$ cat config.mk
export PLATFORM = sky130hd
export DESIGN_NAME = clockworks
export DESIGN_NICKNAME = d
export VERILOG_FILES = /design/src/rtl/clockworks.sv
export SDC_FILE = /design/constraint.sdc
export NUM_CORES = 1
export LEC_CHECK = 0
export BUFFER_PORTS_ARGS = -buffer_cell sky130_fd_sc_hd__buf_2
export CAP_MARGIN = 20
export CORE_AREA = 4 4 61 63
export CTS_CLUSTER_DIAMETER = 60
export DETAILED_ROUTE_END_ITERATION = 10
export DIE_AREA = 0 0 65 67
export GPL_ROUTABILITY_DRIVEN = 0
export PLACE_DENSITY = 0.64
export REMOVE_ABC_BUFFERS = 1
export SLEW_MARGIN = 20
export SYNTH_ARGS = -nofsm -noshare
export SYNTH_HDL_FRONTEND = slang
export SYNTH_SLANG_ARGS = --single-unit
$ cat constraint.sdc
create_clock -name CLK -period 4.25 [get_ports CLK]
set_input_delay 0.85 -clock CLK [delete_from_list [all_inputs] [get_ports CLK]]
set_output_delay 0.85 -clock CLK [all_outputs]
set_load 0.005 [all_outputs]
$ cat src/rtl/clockworks.sv
// Board clock divider and reset conditioner: CLK / 2^SLOW -> clk, RESET button -> clean core reset.
// Define CLOCKWORKS_BYPASS_EN to skip the divider (clk = CLK) for faster simulation.
module clockworks #(
    parameter int SLOW       = 24,
    parameter int RST_CYCLES = 16
) (
    input  logic CLK,
    input  logic RESET,
    output logic clk,
    output logic reset
);

`ifdef CLOCKWORKS_BYPASS_EN
    localparam bit DIRECT = 1'b1;
`else
    localparam bit DIRECT = (SLOW == 0);
`endif

    logic [1:0] sync_q, sync_d;
    logic [7:0] rel_cnt_q, rel_cnt_d;
    logic       done_q, done_d;
    logic       tick;

    always_comb sync_d = {sync_q[0], 1'b1};

    // NOTE: async clear on the button so even a sub-cycle pulse wipes the synchronizer.
    always_ff @(posedge CLK or negedge RESET) begin
        if (!RESET) sync_q <= '0;
        else        sync_q <= sync_d;
    end

    // The first tick after release aligns to a clk period; then count RST_CYCLES full periods.
    // NOTE: every always_comb output gets a default first, so no latch is inferred.
    always_comb begin
        rel_cnt_d = rel_cnt_q;
        done_d    = done_q;
        if (tick && sync_q[1] && !done_q) begin
            if (rel_cnt_q == 8'(RST_CYCLES)) done_d = 1'b1;
            else                             rel_cnt_d = rel_cnt_q + 8'd1;
        end
    end

    // Stored as "done" so an all-zero power-up state already means reset asserted.
    assign reset = ~done_q;

    generate
        if (DIRECT) begin : g_direct
            assign clk  = CLK;
            assign tick = 1'b1;

            always_ff @(negedge CLK or negedge RESET) begin
                if (!RESET) begin
                    rel_cnt_q <= '0;
                    done_q    <= 1'b0;
                end else begin
                    // NOTE: non-blocking assignments keep all flops sampling pre-edge values.
                    rel_cnt_q <= rel_cnt_d;
                    done_q    <= done_d;
                end
            end
        end else begin : g_div
            localparam int CW = SLOW;
            logic [CW-1:0] cnt_q, cnt_d;

            always_comb cnt_d = cnt_q + CW'(1);

            always_ff @(posedge CLK or negedge RESET) begin
                if (!RESET) cnt_q <= '0;
                else        cnt_q <= cnt_d;
            end

            // Straight from the flop bit: no logic between register and clock net.
            assign clk  = cnt_q[CW-1];
            assign tick = &cnt_q;

            always_ff @(posedge CLK or negedge RESET) begin
                if (!RESET) begin
                    rel_cnt_q <= '0;
                    done_q    <= 1'b0;
                end else begin
                    rel_cnt_q <= rel_cnt_d;
                    done_q    <= done_d;
                end
            end
        end
    endgenerate

endmodule

==> results of run 1 <==
## cells in the mapped netlist (all sizes together)
cell and n:
dfrtp 35, xnor2 19, nand4 12, nand2 10, xor2 9, nand3 8, nor2 8, inv 5
and3 4, ha 3, and4 2, mux2 2, nor3 2, or4 2, conb 1, nand2b 1
nand3b 1, nand4bb 1, nor3b 1, nor4 1, or3 1
## worst max-delay path, stage by stage (launching register included)
cell	delay (ns)
sky130_fd_sc_hd__dfrtp_1	0.40
sky130_fd_sc_hd__ha_1	0.20
sky130_fd_sc_hd__nand3_1	0.20
sky130_fd_sc_hd__or4_1	0.60
sky130_fd_sc_hd__or3_4	0.40
sky130_fd_sc_hd__mux2_4	0.30
## cell families (layout without fill, tap and decap cells)
family / count (synthesis) / in the layout / synth area share
xor+xnor: 28 / 28 / 0.1613
fa+ha+maj: 3 / 3 / 0.02469
buf+inv: 5 / 16 / 0.01235
flops: 35 / 35 / 0.5761
mux: 2 / 2 / 0.01728
other cells: 1 / 1 / 0.002467
simple gates: 54 / 54 / 0.2058
## metal layers
| metal | track usage | share of wire | wire (um) | vias to the layer above |
|---|---|---|---|---|
| li1 | - | - | - | 461 |
| met1 | 0.1504 | 0.48 | 1094 | 452 |
| met2 | 0.2056 | 0.46 | 1066 | 10 |
| met3 | 0.05902 | 0.036 | 82 | 5 |
| met4 | 0.07388 | 0.025 | 57 | 0 |
| met5 | 0 | 0 | 0 | - |
## area by class of cell
class / count / area (sq um) / area share
sequential: 35 / 875.8 / 0.5323
multi-input combinational: 88 / 625.6 / 0.3802
tap: 46 / 57.56 / 0.03498
clock buffer: 5 / 37.54 / 0.02281
inverter: 5 / 18.77 / 0.01141
clock inverter: 3 / 15.01 / 0.009125
timing repair buffer: 3 / 15.01 / 0.009125
## flip-flops by register name, indices dropped and copies added (netlist names)
register / cells
done_q: 1
g_div.cnt_q: 24
rel_cnt_q: 8
sync_q: 2
## worst min path at each step
| stage | start | to | cells after the start |
|---|---|---|---|
| floorplan | sync_q[0] | sync_q[1] | 0 |
| global placement | sync_q[0] | sync_q[1] | 0 |
| detailed placement | sync_q[0] | sync_q[1] | 0 |
| CTS | sync_q[0] | sync_q[1] | 0 |
| global route | sync_q[0] | sync_q[1] | 0 |
| finish | sync_q[0] | sync_q[1] | 0 |
## report_power, final
| part | internal [W] | switching [W] | total (W) |
|---|---|---|---|
| clock network | 0.0000615 | 0.000109 | 0.000170 |
| logic | 0.000000335 | 0.00000612 | 0.00000645 |
| registers | 0.000334 | 0.000000215 | 0.000334 |
## stage by stage
step / instances / hold WS [ns]
floorplan: 128 / 0.3312
global placement: 177 / 0.3330
detailed placement: 177 / 0.3387
CTS: 185 / 0.3638
global route: 185 / 0.3721
finish: 185 / 0.3603
==> results.sh, run 1 <==
export IMPL_crit_start="g_div.cnt_q[0]"
export IMPL_cts_num_sinks=35
export IMPL_cts_root_buf="sky130_fd_sc_hd__clkbuf_4"
export IMPL_detail_route_iter0_violations=32
export IMPL_top_library_cells_by_usage_in_the_layout_fill_and_taps_aside="sky130_fd_sc_hd__dfrtp_1, sky130_fd_sc_hd__xnor2_1, sky130_fd_sc_hd__nand4_1, sky130_fd_sc_hd__nand2_1, sky130_fd_sc_hd__xor2_1"
export IMPL_cp_required_ns=4.48
export IMPL_most_frequent_standard_cell_in_the_layout_excluding_fill_and_tap_cells="sky130_fd_sc_hd__dfrtp_1"
export IMPL_worst_r2r_path_depth=5
export IMPL_grt_max_degree=36
export IMPL_worst_clock_skew_ns=0.006078
export IMPL_finalHoldViolCount=0
export IMPL_dp_final_hpwl_um=1646
export IMPL_synth_area_leader="sky130_fd_sc_hd__dfrtp_1"
export IMPL_r2r_end="rel_cnt_q[1]"
export IMPL_yosys_top_cells_area="sky130_fd_sc_hd__dfrtp_1, sky130_fd_sc_hd__xnor2_1, sky130_fd_sc_hd__xor2_1"
export IMPL_synth_distinct_cells=25
export IMPL_area_share_of_the_largest_cell_type_after_synthesis=0.5761
export IMPL_insertion_delay_ns=0.34
export IMPL_setup_reg_to_reg_worst_slack_ns=2.05
export IMPL_tritoncts="yes"
export IMPL_hold_path_class="reg -> reg"
export IMPL_synth_area_sq_mm=0.001520
export IMPL_cts_hold_buffers=0
export IMPL_max_cap_violations=0
export IMPL_drv_slew=0
export IMPL_part_of_the_cycle_the_worst_path_needs=0.5172
export IMPL_global_route_usage_total=0.1320
export IMPL_tightestPinTransition_ns=0.7521
export IMPL_p_leak_nw=0.7769
export IMPL_layout_area_overhead_vs_synth_pct=8.231
export IMPL_reg2reg_from="g_div.cnt_q[0]"
export IMPL_relative_slew_slack=0.4986
export IMPL_final_design_area_no_fill_sq_mm=0.001645
export IMPL_vias_per_cell=5.016
export IMPL_detailedRoute_firstPassIterationCount=4
export IMPL_height_of_the_die_um=67
export IMPL_timing_critical_path_fanout_max=5
export IMPL_gr_total_overflow=0
export IMPL_grt_pass1_vias=966
export IMPL_core_area_sq_mm=0.003232
export IMPL_totalWireLength_um=2302
export IMPL_grt_pass1_wl_um=4174
export IMPL_number_of_routed_nets_with_antenna_violations=0
export IMPL_antenna_cells=0
export IMPL_worst_endpoint_arrival_ns=2.43
export IMPL_nFillCells=299
export IMPL_kind_of_end_point_of_the_critical_path="flip-flop"
export IMPL_count_of_final_setup_violators=0
export IMPL_die_area_sq_mm=0.004355
export IMPL_critical_path_startpoint_type="flip-flop"
export IMPL_postSynthCellCount=128
export IMPL_setup_tns_ns=0
export IMPL_post_cts_resized_instances=0
export IMPL_grt_antenna_before_repair=0
export IMPL_tritoncts_num_buffers=5
export IMPL_routed_wire_length_per_instance_um=12.44
export IMPL_rsz0062_at_grt="no"
export IMPL_placed_cell_area_sq_mm=0.001593
export IMPL_highest_achievable_clock_rate_mhz=454.9
export IMPL_max_clock_path_buffers=2
export IMPL_nNetsFinal=143
export IMPL_setup_slack_ns=2.052
export IMPL_start_util=0.4704
export IMPL_layout_drive_gt1_share=0.1151
export IMPL_die_w_um=65
export IMPL_cts_setup_buffers=0
export IMPL_fin_util=0.5091
export IMPL_route_detailed_drc=0
export IMPL_post_layout_total_power_w=0.0005108
export IMPL_number_of_vias_after_detailed_routing=928
export IMPL_pin_count=4
export IMPL_ys_seq_elements=35
export IMPL_synth_warnings=0
export IMPL_port_buffers=3
export IMPL_syn_avg_cell_area_sq_um=11.88
export IMPL_number_of_rows_in_the_core_area=21
export IMPL_run_status="finished clean"
export IMPL_vdd_ir_drop_max_v=0.0001738
export IMPL_final_period_minus_worst_setup_slack_ns=2.198
export IMPL_synth_seq_area_share=0.5761
export IMPL_clk_transition_reported_paths_ns=0.10
export IMPL_worst_setup_path_endpoint="rel_cnt_q[1]"
export IMPL_cellPowerDensity_mw_per_mm2=310.5
export IMPL_htreeDepth=2
export IMPL_pre_cts_slack_ns=2.046
export IMPL_critPathKind="reg -> reg"
(Power assumes the default switching activity.)
==> run 2, diff against run 1 <==
ABC_AREA = 1   (was default)
CORE_AREA = 4 4 64 66   (was 4 4 61 63)
DIE_AREA = 0 0 68 70   (was 0 0 65 67)
PLACE_DENSITY = 0.66   (was 0.64)
clock period = 1.9 ns   (was 4.25 ns; I/O delays follow)
==> run 2 against run 1 <==
Core utilization decreased by 0.28 points. Cell count increased by 23%. Combinational power increased by 120%.
==> results.sh, run 2 <==
export IMPL_run_status="finished clean"
export IMPL_critPathKind="reg -> reg"
export IMPL_grt_max_degree=36
export IMPL_vdd_ir_drop_max_v=0.0003120
export IMPL_final_seq_area_sq_um=875.8
export IMPL_detail_route_iter0_violations=54
export IMPL_critical_path_startpoint_type="flip-flop"
export IMPL_number_of_vias_after_detailed_routing=1078
export IMPL_detailedRoute_firstPassIterationCount=4
export IMPL_totalWireLength_um=2618
export IMPL_ys_seq_elements=35
export IMPL_cts_setup_buffers=0
export IMPL_port_buffers=3
export IMPL_timing_critical_path_fanout_max=4
export IMPL_tritoncts_num_buffers=5
export IMPL_relative_slew_slack=0.4992
export IMPL_insertion_delay_ns=0.33
export IMPL_synth_area_leader="sky130_fd_sc_hd__dfrtp_1"
export IMPL_syn_avg_cell_area_sq_um=9.914
export IMPL_yosys_cell_count_top_type="sky130_fd_sc_hd__dfrtp_1"
export IMPL_routed_wire_length_per_instance_um=11.48
export IMPL_ys_dominant_reg_cell="sky130_fd_sc_hd__dfrtp_1"
export IMPL_core_area_sq_mm=0.003578
export IMPL_synth_async_sr_flop_share=1.000
export IMPL_nFillCells=344
export IMPL_global_route_usage_total=0.1323
export IMPL_part_of_the_cycle_the_worst_path_needs=0.8223
export IMPL_drv_slew=0
export IMPL_dp_final_hpwl_um=2047
export IMPL_rsz0062_at_grt="no"
export IMPL_worst_clock_skew_ns=0.006229
export IMPL_die_area_sq_mm=0.004760
export IMPL_vias_per_cell=4.728
export IMPL_setup_tns_ns=0
export IMPL_count_of_final_setup_violators=0
export IMPL_postSynthCellCount=171
export IMPL_route_detailed_drc=0
export IMPL_layout_area_overhead_vs_synth_pct=6.864
export IMPL_finalHoldViolCount=0
export IMPL_cts_hold_buffers=0
export IMPL_reg2reg_from="rel_cnt_q[0]"
export IMPL_top_library_cells_by_usage_in_the_layout_fill_and_taps_aside="sky130_fd_sc_hd__dfrtp_1, sky130_fd_sc_hd__nand2_1, sky130_fd_sc_hd__inv_1, sky130_fd_sc_hd__xor2_1, sky130_fd_sc_hd__nor2_1"
export IMPL_worst_r2r_path_depth=7
export IMPL_htreeDepth=2
export IMPL_pre_cts_slack_ns=0.3194
export IMPL_grt_pass1_wl_um=4726
export IMPL_start_util=0.4738
export IMPL_yosys_top_cells_area="sky130_fd_sc_hd__dfrtp_1, sky130_fd_sc_hd__xor2_1, sky130_fd_sc_hd__nand2_1"
export IMPL_synth_distinct_cells=25
export IMPL_most_frequent_standard_cell_in_the_layout_excluding_fill_and_tap_cells="sky130_fd_sc_hd__dfrtp_1"
export IMPL_height_of_the_die_um=70
export IMPL_pin_count=4
export IMPL_cellPowerDensity_mw_per_mm2=612.3
export IMPL_placed_cell_area_sq_mm=0.001770
export IMPL_multi_input_comb_area_sq_um=739.5
export IMPL_tightestPinTransition_ns=0.7512
export IMPL_highest_achievable_clock_rate_mhz=640.1
export IMPL_number_of_rows_in_the_core_area=22
export IMPL_tritoncts="yes"
export IMPL_synth_area_sq_mm=0.001695
export IMPL_grt_pass1_vias=1115
export IMPL_setup_reg_to_reg_worst_slack_ns=0.34
export IMPL_nNetsFinal=186
export IMPL_regMostFlops="g_div.cnt_q"
export IMPL_finalHoldWorstSlack_ns=0.1070
export IMPL_clk_transition_reported_paths_ns=0.09
export IMPL_cp_required_ns=2.11
export IMPL_largest_reg_flops=24
export IMPL_r2r_end="rel_cnt_q[2]"
export IMPL_synth_seq_area_share=0.5166
export IMPL_final_design_area_no_fill_sq_mm=0.001812
export IMPL_synth_commonest_cells="sky130_fd_sc_hd__dfrtp_1, sky130_fd_sc_hd__nand2_1, sky130_fd_sc_hd__inv_1"
export IMPL_kind_of_end_point_of_the_critical_path="flip-flop"
export IMPL_final_period_minus_worst_setup_slack_ns=1.562
export IMPL_p_leak_nw=0.9001
export IMPL_worst_endpoint_arrival_ns=1.77
export IMPL_grt_antenna_before_repair=0
export IMPL_setup_slack_ns=0.3377
export IMPL_max_clock_path_buffers=2
export IMPL_die_w_um=68
export IMPL_post_cts_resized_instances=0
export IMPL_cts_root_buf="sky130_fd_sc_hd__clkbuf_4"
export IMPL_antenna_cells=0
export IMPL_cts_num_sinks=35
export IMPL_max_cap_violations=0
export IMPL_hold_path_class="in -> async"
export IMPL_area_share_of_the_largest_cell_type_after_synthesis=0.5166
export IMPL_layout_drive_gt1_share=0.1611
export IMPL_synth_warnings=0
export IMPL_synth_enable_flop_cells=0
export IMPL_top_regs="g_div.cnt_q (24), rel_cnt_q (8), sync_q (2)"
export IMPL_number_of_routed_nets_with_antenna_violations=0
export IMPL_gr_total_overflow=0
export IMPL_crit_start="rel_cnt_q[0]"
run 2: power by group:
part	switching, W	leakage [nW]	total, W	internal (W)
logic	0.0000137	0.406	0.0000145	0.000000751
registers	0.00000134	0.470	0.000748	0.000746
clock network	0.000216	0.0242	0.000347	0.000131
total	0.000231	0.900	0.00111	0.000878
run 2: kinds of logic after synthesis:
kind of cell / count (synthesis) / share of synthesized area
AND/OR/NAND/NOR: 79 / 0.2458
flip-flops: 35 / 0.5166
XOR/XNOR: 27 / 0.1483
buffers and inverters: 21 / 0.04723
AO/OA/AOI/OAI: 5 / 0.01771
adder cells (fa/ha/maj): 3 / 0.02214
other: 1 / 0.002212
run 2: how the worst max path moves through the flow:
stage / endpoint / slack, ns / cells past startpoint
6_report: rel_cnt_q[2] / 0.34 / 7
2_1_floorplan: rel_cnt_q[6] / 0.45 / 9
3_5_place_dp: rel_cnt_q[6] / 0.32 / 9
3_3_place_gp: rel_cnt_q[2] / 0.33 / 7
4_1_cts: rel_cnt_q[6] / 0.31 / 9
5_1_grt: rel_cnt_q[2] / 0.1 / 7
run 2: area by class of cell:
cell class | instances | area share
Inverter | 21 | 0.04420
Clock buffer | 6 | 0.02279
Sequential cell | 35 | 0.4834
Timing Repair Buffer | 3 | 0.008287
Tap cell | 48 | 0.03315
Multi-Input combinational cell | 115 | 0.4081
run 2: critical path, stage by stage (launching register included):
cell and delay (ns):
sky130_fd_sc_hd__dfrtp_1 0.42, sky130_fd_sc_hd__inv_1 0.10, sky130_fd_sc_hd__ha_1 0.16, sky130_fd_sc_hd__nand3_1 0.08
sky130_fd_sc_hd__nor4_1 0.36, sky130_fd_sc_hd__inv_1 0.16, sky130_fd_sc_hd__nand3_1 0.09, sky130_fd_sc_hd__o21ai_0 0.08
run 2: per-layer routing:
layer	global-route usage	share of wire	vias up
li1	-	-	551
met1	0.1575	0.47	512
met2	0.2088	0.47	9
met3	0.05305	0.037	6
met4	0.05298	0.019	0
met5	0	0	-
run 2: metrics by stage:
stage	std cells	util	total power [W]
after floorplan	171	-	0.0007624
after global placement	222	0.4948	0.0007780
after detailed placement	222	0.4948	0.0007784
after CTS	228	0.5063	0.001129
after global routing	228	0.5063	0.001167
final	228	0.5063	0.001109
